$ cat src/rtl/alu_share_ctrl_pkg.sv
//------------------------------------------------------------------------------
// Module  : alu_share_ctrl_pkg
// Brief   : ALU op codes, controller state encoding and op classification.
// Revision: 1.0 - initial release
//------------------------------------------------------------------------------
`default_nettype none

package alu_share_ctrl_pkg;

    localparam logic [3:0] c_op_add  = 4'b0000;
    localparam logic [3:0] c_op_sub  = 4'b0001;
    localparam logic [3:0] c_op_mul  = 4'b0010;
    localparam logic [3:0] c_op_div  = 4'b0011;
    localparam logic [3:0] c_op_sll1 = 4'b0100;
    localparam logic [3:0] c_op_srl1 = 4'b0101;
    localparam logic [3:0] c_op_rol  = 4'b0110;
    localparam logic [3:0] c_op_ror  = 4'b0111;
    localparam logic [3:0] c_op_and  = 4'b1000;
    localparam logic [3:0] c_op_or   = 4'b1001;
    localparam logic [3:0] c_op_xor  = 4'b1010;
    localparam logic [3:0] c_op_nor  = 4'b1011;
    localparam logic [3:0] c_op_nand = 4'b1100;
    localparam logic [3:0] c_op_sltu = 4'b1101;
    localparam logic [3:0] c_op_slt  = 4'b1110;
    localparam logic [3:0] c_op_sra  = 4'b1111;

    typedef enum logic [1:0] {
        ST_IDLE = 2'd0,
        ST_EXEC = 2'd1,
        ST_RESP = 2'd2
    } state_t;

    // Ops whose ALU paths are constrained as multicycle.
    function automatic logic is_long_op(input logic [3:0] sel);
        return (sel == c_op_mul) || (sel == c_op_div) || (sel == c_op_sra);
    endfunction

endpackage

`default_nettype wire

$ cat src/rtl/alu_share_ctrl_rr_arbiter.sv
//------------------------------------------------------------------------------
// Module  : rr_arbiter
// Brief   : Combinational round-robin arbiter; searches upward from i_ptr+1.
// Revision: 1.0 - initial release
//------------------------------------------------------------------------------
`default_nettype none

module rr_arbiter #(
    parameter int N = 4,
    parameter int W = $clog2(N)
) (
    input  logic [N-1:0] i_req,
    input  logic [W-1:0] i_ptr,
    output logic [N-1:0] o_gnt,
    output logic [W-1:0] o_gnt_idx,
    output logic         o_any
);

    localparam logic [W-1:0] c_last = W'(N - 1);

    logic [W-1:0] w_cand;

    always_comb begin
        o_gnt     = '0;
        o_gnt_idx = '0;
        o_any     = 1'b0;
        w_cand    = i_ptr;
        // Walk the N candidates after the pointer with explicit modulo-N wrap.
        for (int k = 0; k < N; k++) begin
            w_cand = (w_cand == c_last) ? '0 : w_cand + 1'b1;
            if (!o_any && i_req[w_cand]) begin
                o_any         = 1'b1;
                o_gnt[w_cand] = 1'b1;
                o_gnt_idx     = w_cand;
            end
        end
    end

endmodule

`default_nettype wire

$ cat src/rtl/alu_share_ctrl.sv
//------------------------------------------------------------------------------
// Module  : alu_share_ctrl
// Brief   : Round-robin sharing of one combinational ALU among NREQ requesters.
// Revision: 1.0 - initial release
//------------------------------------------------------------------------------
`default_nettype none

module alu_share_ctrl
    import alu_share_ctrl_pkg::*;
#(
    parameter int NREQ        = 4,
    parameter int IDW         = 2,
    parameter int LONG_CYCLES = 4
) (
    input  logic                 clk,
    input  logic                 rst,
    input  logic [NREQ-1:0]      req_valid,
    output logic [NREQ-1:0]      req_ready,
    input  logic [32*NREQ-1:0]   req_a,
    input  logic [32*NREQ-1:0]   req_b,
    input  logic [4*NREQ-1:0]    req_sel,
    output logic [31:0]          alu_a,
    output logic [31:0]          alu_b,
    output logic [3:0]           alu_sel,
    input  logic [31:0]          alu_out,
    input  logic                 alu_zero,
    output logic                 rsp_valid,
    input  logic                 rsp_ready,
    output logic [IDW-1:0]       rsp_id,
    output logic [31:0]          rsp_data,
    output logic                 rsp_zero,
    output logic                 rsp_divz,
    output logic                 busy,
    output logic [31:0]          ops_done
);

    localparam int c_cntw = (LONG_CYCLES > 1) ? $clog2(LONG_CYCLES) : 1;
    localparam logic [c_cntw-1:0] c_long_load = c_cntw'(LONG_CYCLES - 1);

    state_t              r_state;
    logic [IDW-1:0]      r_ptr;
    logic [c_cntw-1:0]   r_cnt;
    logic [31:0]         r_a;
    logic [31:0]         r_b;
    logic [3:0]          r_sel;
    logic [IDW-1:0]      r_gid;
    logic                r_rsp_valid;
    logic [IDW-1:0]      r_rsp_id;
    logic [31:0]         r_rsp_data;
    logic                r_rsp_zero;
    logic                r_rsp_divz;
    logic [31:0]         r_ops_done;

    logic [NREQ-1:0]     w_gnt;
    logic [IDW-1:0]      w_gidx;
    logic                w_any;
    logic [31:0]         w_a   [NREQ];
    logic [31:0]         w_b   [NREQ];
    logic [3:0]          w_sel [NREQ];

    for (genvar i = 0; i < NREQ; i++) begin : g_unpack
        assign w_a[i]   = req_a[32*i +: 32];
        assign w_b[i]   = req_b[32*i +: 32];
        assign w_sel[i] = req_sel[4*i +: 4];
    end

    rr_arbiter #(
        .N (NREQ),
        .W (IDW)
    ) u_arb (
        .i_req     (req_valid),
        .i_ptr     (r_ptr),
        .o_gnt     (w_gnt),
        .o_gnt_idx (w_gidx),
        .o_any     (w_any)
    );

    // The grant is only offered while the ALU is free.
    assign req_ready = (r_state == ST_IDLE) ? w_gnt : '0;

    always_ff @(posedge clk) begin
        if (rst) begin
            r_state     <= ST_IDLE;
            r_ptr       <= IDW'(NREQ - 1);
            r_cnt       <= '0;
            r_a         <= '0;
            r_b         <= '0;
            r_sel       <= '0;
            r_gid       <= '0;
            r_rsp_valid <= 1'b0;
            r_rsp_id    <= '0;
            r_rsp_data  <= '0;
            r_rsp_zero  <= 1'b0;
            r_rsp_divz  <= 1'b0;
            r_ops_done  <= '0;
        end else begin
            case (r_state)
                ST_IDLE: begin
                    if (w_any) begin
                        r_a     <= w_a[w_gidx];
                        r_b     <= w_b[w_gidx];
                        r_sel   <= w_sel[w_gidx];
                        r_gid   <= w_gidx;
                        r_ptr   <= w_gidx;
                        r_cnt   <= is_long_op(w_sel[w_gidx]) ? c_long_load : '0;
                        r_state <= ST_EXEC;
                    end
                end
                ST_EXEC: begin
                    if (r_cnt != '0) begin
                        r_cnt <= r_cnt - 1'b1;
                    end else begin
                        r_rsp_data  <= alu_out;
                        r_rsp_zero  <= alu_zero;
                        r_rsp_divz  <= (r_sel == c_op_div) && (r_b == '0);
                        r_rsp_id    <= r_gid;
                        r_rsp_valid <= 1'b1;
                        r_state     <= ST_RESP;
                    end
                end
                ST_RESP: begin
                    if (rsp_ready) begin
                        r_rsp_valid <= 1'b0;
                        r_ops_done  <= r_ops_done + 32'd1;
                        r_state     <= ST_IDLE;
                    end
                end
                default: r_state <= ST_IDLE;
            endcase
        end
    end

    assign alu_a     = r_a;
    assign alu_b     = r_b;
    assign alu_sel   = r_sel;
    assign rsp_valid = r_rsp_valid;
    assign rsp_id    = r_rsp_id;
    assign rsp_data  = r_rsp_data;
    assign rsp_zero  = r_rsp_zero;
    assign rsp_divz  = r_rsp_divz;
    assign busy      = (r_state != ST_IDLE);
    assign ops_done  = r_ops_done;

endmodule

`default_nettype wire

$ cat config.mk
export PLATFORM = sky130hd
export DESIGN_NAME = alu_share_ctrl
export DESIGN_NICKNAME = d
export VERILOG_FILES = /design/src/rtl/alu_share_ctrl_pkg.sv /design/src/rtl/alu_share_ctrl_rr_arbiter.sv /design/src/rtl/alu_share_ctrl.sv
export SDC_FILE = /design/constraint.sdc
export NUM_CORES = 1
export LEC_CHECK = 0
export CORE_AREA = 5 5 173 175
export CTS_BUF_LIST = sky130_fd_sc_hd__clkbuf_8
export DETAILED_ROUTE_END_ITERATION = 12
export DIE_AREA = 0 0 178 180
export GPL_TIMING_DRIVEN = 0
export PLACE_DENSITY = 0.67
export SETUP_SLACK_MARGIN = 0.15
export SYNTH_ARGS = -nofsm -noshare
export SYNTH_HDL_FRONTEND = slang
export SYNTH_SLANG_ARGS = --single-unit
$ cat constraint.sdc
create_clock -name clk -period 4.8 [get_ports clk]
set_input_delay 0.72 -clock clk [delete_from_list [all_inputs] [get_ports clk]]
set_output_delay 0.72 -clock clk [all_outputs]
set_load 0.005 [all_outputs]
==> summary.txt, run 1 <==
Synth
  • Yosys cell types: 57
  • Area of the mapped netlist: 7690 um2
  • Ys async rst share: 0
  • Post-Syn Nets: 1,161
  • Register area share after synthesis: 0.378
  • Yosys warns: 0
  • Avg Inst Size Synth: 9.16 um2
  • EDFF count, synth: 0
  • Mapped Cells: 839
  • Main synth FF type: dfxtp_1
  • Number of synthesized register bits: 145

Critical path
  • Max incr delay on CP: 0.61 ns
  • CP Data Arrival Time: 3.45 ns
  • Max stage delay cell, worst path: dfxtp_1
  • CP cell instances: inv_1, ha_1, buf_2, or4b_1, o32a_1, a21oi_1, o21ai_0, a21oi_1, clkdlybuf4s50_1
  • Most common cell on crit path: a21oi_1
  • Worst Path Max Fanout: 12
  • Startpoint Class: flop
  • WS Path Type: flop to primary output
  • Crit end category: primary output
  • Kind of cell adding the most delay to the critical path: buffers and inverters
  • WP buf/inv: 3
  • CP required: 4.08 ns

Power
  • Sw frac: 0.388
  • Int Pwr: 3.78 mW
  • PD cells: 472 nW/um2
  • Max VDD drop: 0.212 mV
  • Leak: 4.90 nW
  • Clock power frac: 0.171
  • Gate power share: 0.532
  • Pwr Total: 6.18 mW
  • Seq pwr share: 0.298
  • NetSw: 2.40 mW

STA
  • Fin crit share: 0.868
  • Slew @ Worst Pin: 0.586 ns
  • RSZ-0062 raised after global routing: no
  • Final critical-path required period: 4.17 ns
  • Max-slew violations: 0
  • Max Freq: 240 MHz
  • Number of hold violations in the final report: 0
  • Final setup violation count: 0
  • Skew final: 0.0133 ns
  • Final setup TNS: 0 ns
  • Max_slew headroom: 0.609

Drt
  • Post-Route WL: 33.7 mm
  • Post-route ant nets: 0
  • Met3 routed WL: 2.33 mm
  • WL met1: 13.4 mm
  • Vias/cell: 4.73
  • Drt wl/cell: 19.7 um
  • DRT Pass-1 Iters: 5
  • Top routing layer in use: met5
  • Vias: 8,073
  • DRC: 0
  • Met2 WL post-DR: 17.4 mm
  • Drt initial violations: 318

Hold path
  • Min-Delay Path Class: flop to flop

Layout
  • Fraction of layout cells with a size suffix above 1: 0.0788
  • Fin area: 13,100 um2
  • Post-layout util: 0.462
  • Area grow syn2layout: 70.2%
  • Fin nets: 1,629
  • Post-Layout Cell Count: 1,706

Clocking
  • TritonCTS clock tree: yes
  • Clock-pin slew on the worst setup and hold paths: 0.10 ns
  • Cts hold-fix bufs: 0
  • CTS root buf: clkbuf_8
  • Postcts setup bufs: 0
  • Maximum level of the CTS H-tree: 4
  • Clk Latency, worst-skew pair: 0.44 ns
  • Post-cts resize count: 0
  • Number of clock sinks: 145
  • CTS Buffer Depth: 2
  • CTS buffer count: 17

Floorplan
  • Die height: 180 um
  • Die Area: 32,000 um2
  • I/O pin count: 454
  • Row cnt: 62
  • Starting Density: 0.271
  • Core area: 28,300 um2
  • Horiz. Die Dim: 178 um

Run
  • Max cap viols: 0

Global route
  • Gr usage total: 0.201
  • Largest net degree at the start of global routing: 17
  • Vias in the first global route: 8,197
  • Global-route wire length before repair: 49.5 mm
  • Initial antenna violation count: 3
  • GRT overflow: 0

Placed design
  • Placed insts: 1,672
  • IO Port Bufs: 449
  • DP Area: 12,700 um2
  • Routability cong.: 0.847
  • HPWL Detailed: 27.5 mm

Run status
  • Status: complete, no violations
==> placed cells by master, fill, tap and decap left out, types with 10 or more instances in the layout <==
cell type        Yosys  final
clkbuf_8             0     18
ha_1                10     10
mux2i_1            138    138
buf_4               15     15
clkbuf_1            30     30
o221ai_2            21     21
clkdlybuf4s50_1      0    449
o221ai_1            48     48
nor4_1              19     19
nand3_1             15     15
buf_2               10     10
nand2_1            150    150
nor2_1              33     33
a21oi_1             58     58
o21ai_0             14     14
xnor2_1             18     18
inv_1               18     18
dfxtp_1            145    145
==> path summary, 6_finish.rpt <==
check	cells past startpoint	slack [ns]	from	end
setup / recovery	9	0.63	r_ptr[0]$_SDFFE_PP1P_	req_ready[2]
hold / removal	2	0.45	r_gid[0]$_SDFFE_PP0P_	rsp_id[0]$_SDFFE_PP0P_
setup reg to reg	11	1.71	r_ptr[0]$_SDFFE_PP1P_	alu_a[17]$_SDFFE_PP0P_
hold reg to reg	2	0.45	r_gid[0]$_SDFFE_PP0P_	rsp_id[0]$_SDFFE_PP0P_
==> state kept, by name, summed over array words and instances, names as in the netlist <==
signal and count:
alu_a 32, rsp_data 32, rsp_divz 1, rsp_id 2
ops_done 32, r_state 2, rsp_zero 1, r_gid 2
alu_sel 4, alu_b 32, r_cnt 2, rsp_valid 1
r_ptr 2
==> worst min-delay path, stage by stage (launching register included) <==
cell and delay [ns]:
dfxtp_1 0.32, nand2_1 0.05, a21oi_1 0.05
==> synth_stat cells, drive strengths merged (2+ instances only) <==
master  count  area share
or3         6      0.0049
a31o        5      0.0057
a21oi      58       0.038
inv        18      0.0088
mux2i     138        0.18
xnor2      18       0.021
or2         3      0.0024
nand2     151       0.074
buf        35       0.034
nand4      11       0.011
xor2        2      0.0023
nor3        9      0.0065
dfxtp     145        0.38
o21ai      15      0.0098
a211o       3      0.0034
ha         10       0.016
clkbuf     30       0.015
o221ai     69       0.096
nand3b      2      0.0020
nor2b       2      0.0016
o32a        2      0.0026
nor4       20       0.017
nand2b      5      0.0041
and3        7      0.0057
nor2       34       0.018
a222oi      4      0.0052
and4        3      0.0034
o21a        2      0.0020
nand3      15      0.0098
==> routing by layer <==
| layer | track usage | vias up |
|---|---|---|
| met5 | 0 | - |
| met4 | 0.0430 | 2 |
| met3 | 0.0498 | 24 |
| met2 | 0.362 | 300 |
| met1 | 0.240 | 3724 |
| li1 | - | 4023 |
==> through the flow <==
step                      setup WS [ns]  hold slack (ns)
after floorplan                    1.90            0.432
after global placement            0.966            0.442
after detailed placement          0.933            0.446
after CTS                         0.570            0.449
after global routing              0.358            0.469
final                             0.634            0.449
==> cells by family after synthesis <==
kind of cell             synth area share
AND/OR/NAND/NOR                     0.171
AO/OA/AOI/OAI                       0.172
flip-flops                          0.378
multiplexers                        0.183
buffers and inverters              0.0573
XOR/XNOR                           0.0228
adder cells (fa/ha/maj)            0.0163
==> final cells by class <==
type                    instances  area, um2
fillers                      2740      15200
repair buffers                449       4490
multi-input cells             611       4340
flip-flops and latches        145       2900
well taps                     384        480
plain buffers                  65        373
clock buffers                  18        248
clock inverters                14        168
inverters                      18       67.6
diodes                          2       5.00
==> power by group through the flow <==
stage / combinational (mW) / clock (mW) / sequential [mW]
finish: 3.29 / 1.05 / 1.84
global route: 3.54 / 1.15 / 1.89
CTS: 3.35 / 1.10 / 1.84
detailed placement: 3.33 / 0 / 1.86
global placement: 3.32 / 0 / 1.85
floorplan: 1.73 / 0 / 1.84
No activity file was read; power rests on OpenSTA's default activity.
==> run 2: changes to the inputs <==
==> constraint.sdc (replaced) <==
create_clock -name clk -period 5.08 [get_ports clk]
set_input_delay 0.762 -clock clk [delete_from_list [all_inputs] [get_ports clk]]
set_output_delay 0.762 -clock clk [all_outputs]
set_load 0.005 [all_outputs]
==> results of run 2 <==
The final DEF is identical to that of run 1. Status: complete, no violations.
Among the figures that moved: setup slack after placement 0.933 ns -> 1.13 ns; setup slack after layout 0.634 ns -> 0.872 ns; register-to-register setup slack 1.71 ns -> 1.99 ns; total power 6.18 mW -> 5.84 mW; worst IR drop on VDD 0.212 mV -> 0.201 mV
==> run 3: changes to the inputs <==
--- a/config.mk
+++ b/config.mk
@@ -10,7 +10,7 @@
 export DETAILED_ROUTE_END_ITERATION = 12
 export DIE_AREA = 0 0 178 180
 export GPL_TIMING_DRIVEN = 0
-export PLACE_DENSITY = 0.67
+export PLACE_DENSITY = 0.69
 export SETUP_SLACK_MARGIN = 0.15
 export SYNTH_ARGS = -nofsm -noshare
 export SYNTH_HDL_FRONTEND = slang
==> constraint.sdc (replaced) <==
create_clock -name clk -period 3.7 [get_ports clk]
set_input_delay 0.555 -clock clk [delete_from_list [all_inputs] [get_ports clk]]
set_output_delay 0.555 -clock clk [all_outputs]
set_load 0.005 [all_outputs]
==> run 3 against run 2 <==
  * Combinational power up 39%
  * Register-to-register slack worse by 0.94 ns
  * Sequential power is 39% higher
  * Count of clock-buffer cells in the layout is the same
==> summary.txt, run 3 (synthesis gave the netlist of run 1 again) <==
Power
  • Leak: 4.96 nW (was 4.90 nW)
  • Pwr Total: 8.12 mW (was 5.84 mW)
  • PD cells: 618 nW/um2 (was 446 nW/um2)
  • Clock power frac: 0.175 (was 0.171)
  • Max VDD drop: 0.245 mV (was 0.201 mV)
  • Seq pwr share: 0.296 (was 0.298)
  • Gate power share: 0.529 (was 0.532)
  • Int Pwr: 4.94 mW (was 3.58 mW)
  • Sw frac: 0.392 (was 0.388)
  • NetSw: 3.18 mW (was 2.26 mW)

Floorplan
  • Core area: 28,300 um2 (unchanged)
  • Horiz. Die Dim: 178 um (unchanged)
  • Die height: 180 um (unchanged)
  • I/O pin count: 454 (unchanged)
  • Starting Density: 0.271 (unchanged)
  • Row cnt: 62 (unchanged)
  • Die Area: 32,000 um2 (unchanged)

Clocking
  • Clk Latency, worst-skew pair: 0.46 ns (was 0.44 ns)
  • Clock-pin slew on the worst setup and hold paths: 0.09 ns (was 0.10 ns)
  • CTS buffer count: 17 (unchanged)
  • CTS Buffer Depth: 2 (unchanged)
  • Cts hold-fix bufs: 0 (unchanged)
  • Number of clock sinks: 145 (unchanged)
  • TritonCTS clock tree: yes (unchanged)
  • CTS root buf: clkbuf_8 (unchanged)
  • Maximum level of the CTS H-tree: 4 (unchanged)

STA
  • Final hold slack: 0.458 ns (was 0.449 ns)
  • Slew @ Worst Pin: 0.632 ns (was 0.586 ns)
  • Fin crit share: 0.905
  • Number of hold violations in the final report: 0 (unchanged)
  • Max_slew headroom: 0.579 (was 0.609)
  • Max Freq: 299 MHz
  • RSZ-0062 raised after global routing: no (unchanged)
  • Final critical-path required period: 3.35 ns
  • Final setup TNS: 0 ns (unchanged)
  • Final setup violation count: 0 (unchanged)
  • Skew final: 0.0211 ns (was 0.0133 ns)
  • Max-slew violations: 0 (unchanged)

Hold path
  • Min-Delay Path Class: flop to flop (unchanged)

Drt
  • Vias/cell: 4.82 (was 4.73)
  • Drt initial violations: 319 (was 318)
  • Drt wl/cell: 19.9 um (was 19.7 um)
  • DRC: 0 (unchanged)
  • Post-Route WL: 34.0 mm (was 33.7 mm)
  • Post-route ant nets: 0 (unchanged)
  • DRT Pass-1 Iters: 5 (unchanged)
  • Vias: 8,240 (was 8,073)

Placed design
  • HPWL Detailed: 27.6 mm (was 27.5 mm)
  • DP Area: 12,700 um2 (unchanged)
  • Routability cong.: 0.893 (was 0.847)
  • IO Port Bufs: 449 (unchanged)

Layout
  • Fin area: 13,100 um2 (about the same)
  • Post-layout util: 0.464 (was 0.462)
  • Leading cell type in the layout, fill and taps excluded: clkdlybuf4s50_1 (unchanged)
  • Fin nets: 1,632 (was 1,629)
  • FF+latch area: 2910 um2 (was 2900 um2)
  • Footprint of the multi-input gates: 4350 um2 (was 4340 um2)
  • Fraction of layout cells with a size suffix above 1: 0.0839 (was 0.0788)
  • Most frequent cells in the layout: 445 x clkdlybuf4s50_1, 150 x nand2_1, 143 x dfxtp_1 (was 449 x clkdlybuf4s50_1, 150 x nand2_1, 145 x dfxtp_1)
  • Fillers: 2,693 (was 2,740)
  • Area grow syn2layout: 71.0% (was 70.2%)

Critical path
  • CP Data Arrival Time: 2.79 ns (was 3.45 ns)
  • Startpoint Class: flop (unchanged)
  • Critical Path End: req_ready[1] (was req_ready[2])
  • Worst Path Max Fanout: 10 (was 12)
  • Most common cell on crit path: buf_4 (was a21oi_1)
  • CP cell instances: inv_1, ha_1, buf_4, or4b_4, o32a_1, a21oi_2, buf_4, o21ai_0, a21oi_1, dlygate4sd2_1 (was inv_1, ha_1, buf_2, or4b_1, o32a_1, a21oi_1, o21ai_0, a21oi_1, clkdlybuf4s50_1)
  • Setup crit start: r_ptr[0]$_SDFFE_PP1P_ (unchanged)
  • CP required: 3.14 ns (was 4.32 ns)
  • RR Startpoint: r_ptr[0]$_SDFFE_PP1P_ (unchanged)
  • Max stage delay cell, worst path: or4b_4 (was dfxtp_1)
  • WS Path Type: flop to primary output (unchanged)
  • R2R depth: 11 (unchanged)
  • Max incr delay on CP: 0.47 ns (was 0.61 ns)
  • R2R setup slack: 1.05 ns (was 1.99 ns)
  • Crit end category: primary output (unchanged)
  • Worst R2R End: alu_a[8]$_SDFFE_PP0P_ (was alu_a[17]$_SDFFE_PP0P_)

Global route
  • Initial antenna violation count: 4 (was 3)
  • GRT overflow: 0 (unchanged)
  • Vias in the first global route: 8,332 (was 8,197)
  • Global-route wire length before repair: 49.7 mm (was 49.5 mm)
  • Gr usage total: 0.201 (about the same)
  • Largest net degree at the start of global routing: 17 (unchanged)

Run status
  • Status: complete, no violations (unchanged)

Run
  • Max cap viols: 0 (unchanged)
==> run 3: area by class of cell <==
class                      count  share of cell area
timing repair buffer         452               0.343
multi-input combinational    611               0.331
sequential                   145               0.221
tap                          384              0.0365
buffer                        65              0.0286
clock buffer                  18              0.0188
clock inverter                14              0.0147
inverter                      18             0.00514
antenna                        2            0.000381
==> run 3: metrics by stage <==
stage | instances | worst slack [ns]
floorplan | 839 | 0.968
global placement | 1672 | 0.199
detailed placement | 1672 | 0.140
CTS | 1706 | 0.108
global route | 1709 | 0.172
finish | 1709 | 0.352
==> run 3: worst min-delay path by stage <==
stage                                  start                  endpoint  cells after the start
finish                rsp_id[1]$_SDFFE_PP0P_    rsp_id[1]$_SDFFE_PP0P_                      2
CTS                 rsp_data[6]$_SDFFE_PP0P_  rsp_data[6]$_SDFFE_PP0P_                      2
global route        rsp_data[6]$_SDFFE_PP0P_  rsp_data[6]$_SDFFE_PP0P_                      2
global placement      alu_a[30]$_SDFFE_PP0P_    alu_a[30]$_SDFFE_PP0P_                      2
detailed placement    alu_a[15]$_SDFFE_PP0P_    alu_a[15]$_SDFFE_PP0P_                      2
floorplan              r_gid[0]$_SDFFE_PP0P_    rsp_id[0]$_SDFFE_PP0P_                      2
==> run 3: what timing repair did <==
action                     in CTS  in global routing
pin swaps                       0                  1
setup buffers                   2                  1
gates resized for setup        10                  1
setup endpoints to repair       4                  1
==> run 3: critical path: cells and delay by family (launching register included) <==
family / cells / cell delay, ns
AOI/OAI and AO/OA: 4 / 0.60
DFF: 1 / 0.38
buffers and inverters: 4 / 0.62
and+or+nand+nor: 1 / 0.47
adders and majority gates: 1 / 0.28
==> run 3: power by group through the flow <==
stage               clock (mW)  sequential [mW]  combinational (mW)
global placement             0             2.43                4.29
detailed placement           0             2.44                4.32
global route              1.53             2.47                4.61
floorplan                    0             2.38                2.24
finish                    1.42             2.41                4.30
CTS                       1.46             2.41                4.36
==> run 3: metal layers <==
metal	vias to the layer above	wire length, um	track usage
li1	4018	-	-
met3	32	2360	0.0466
met2	331	17600	0.364
met5	-	0	0
met4	0	558	0.0470
met1	3859	13500	0.240
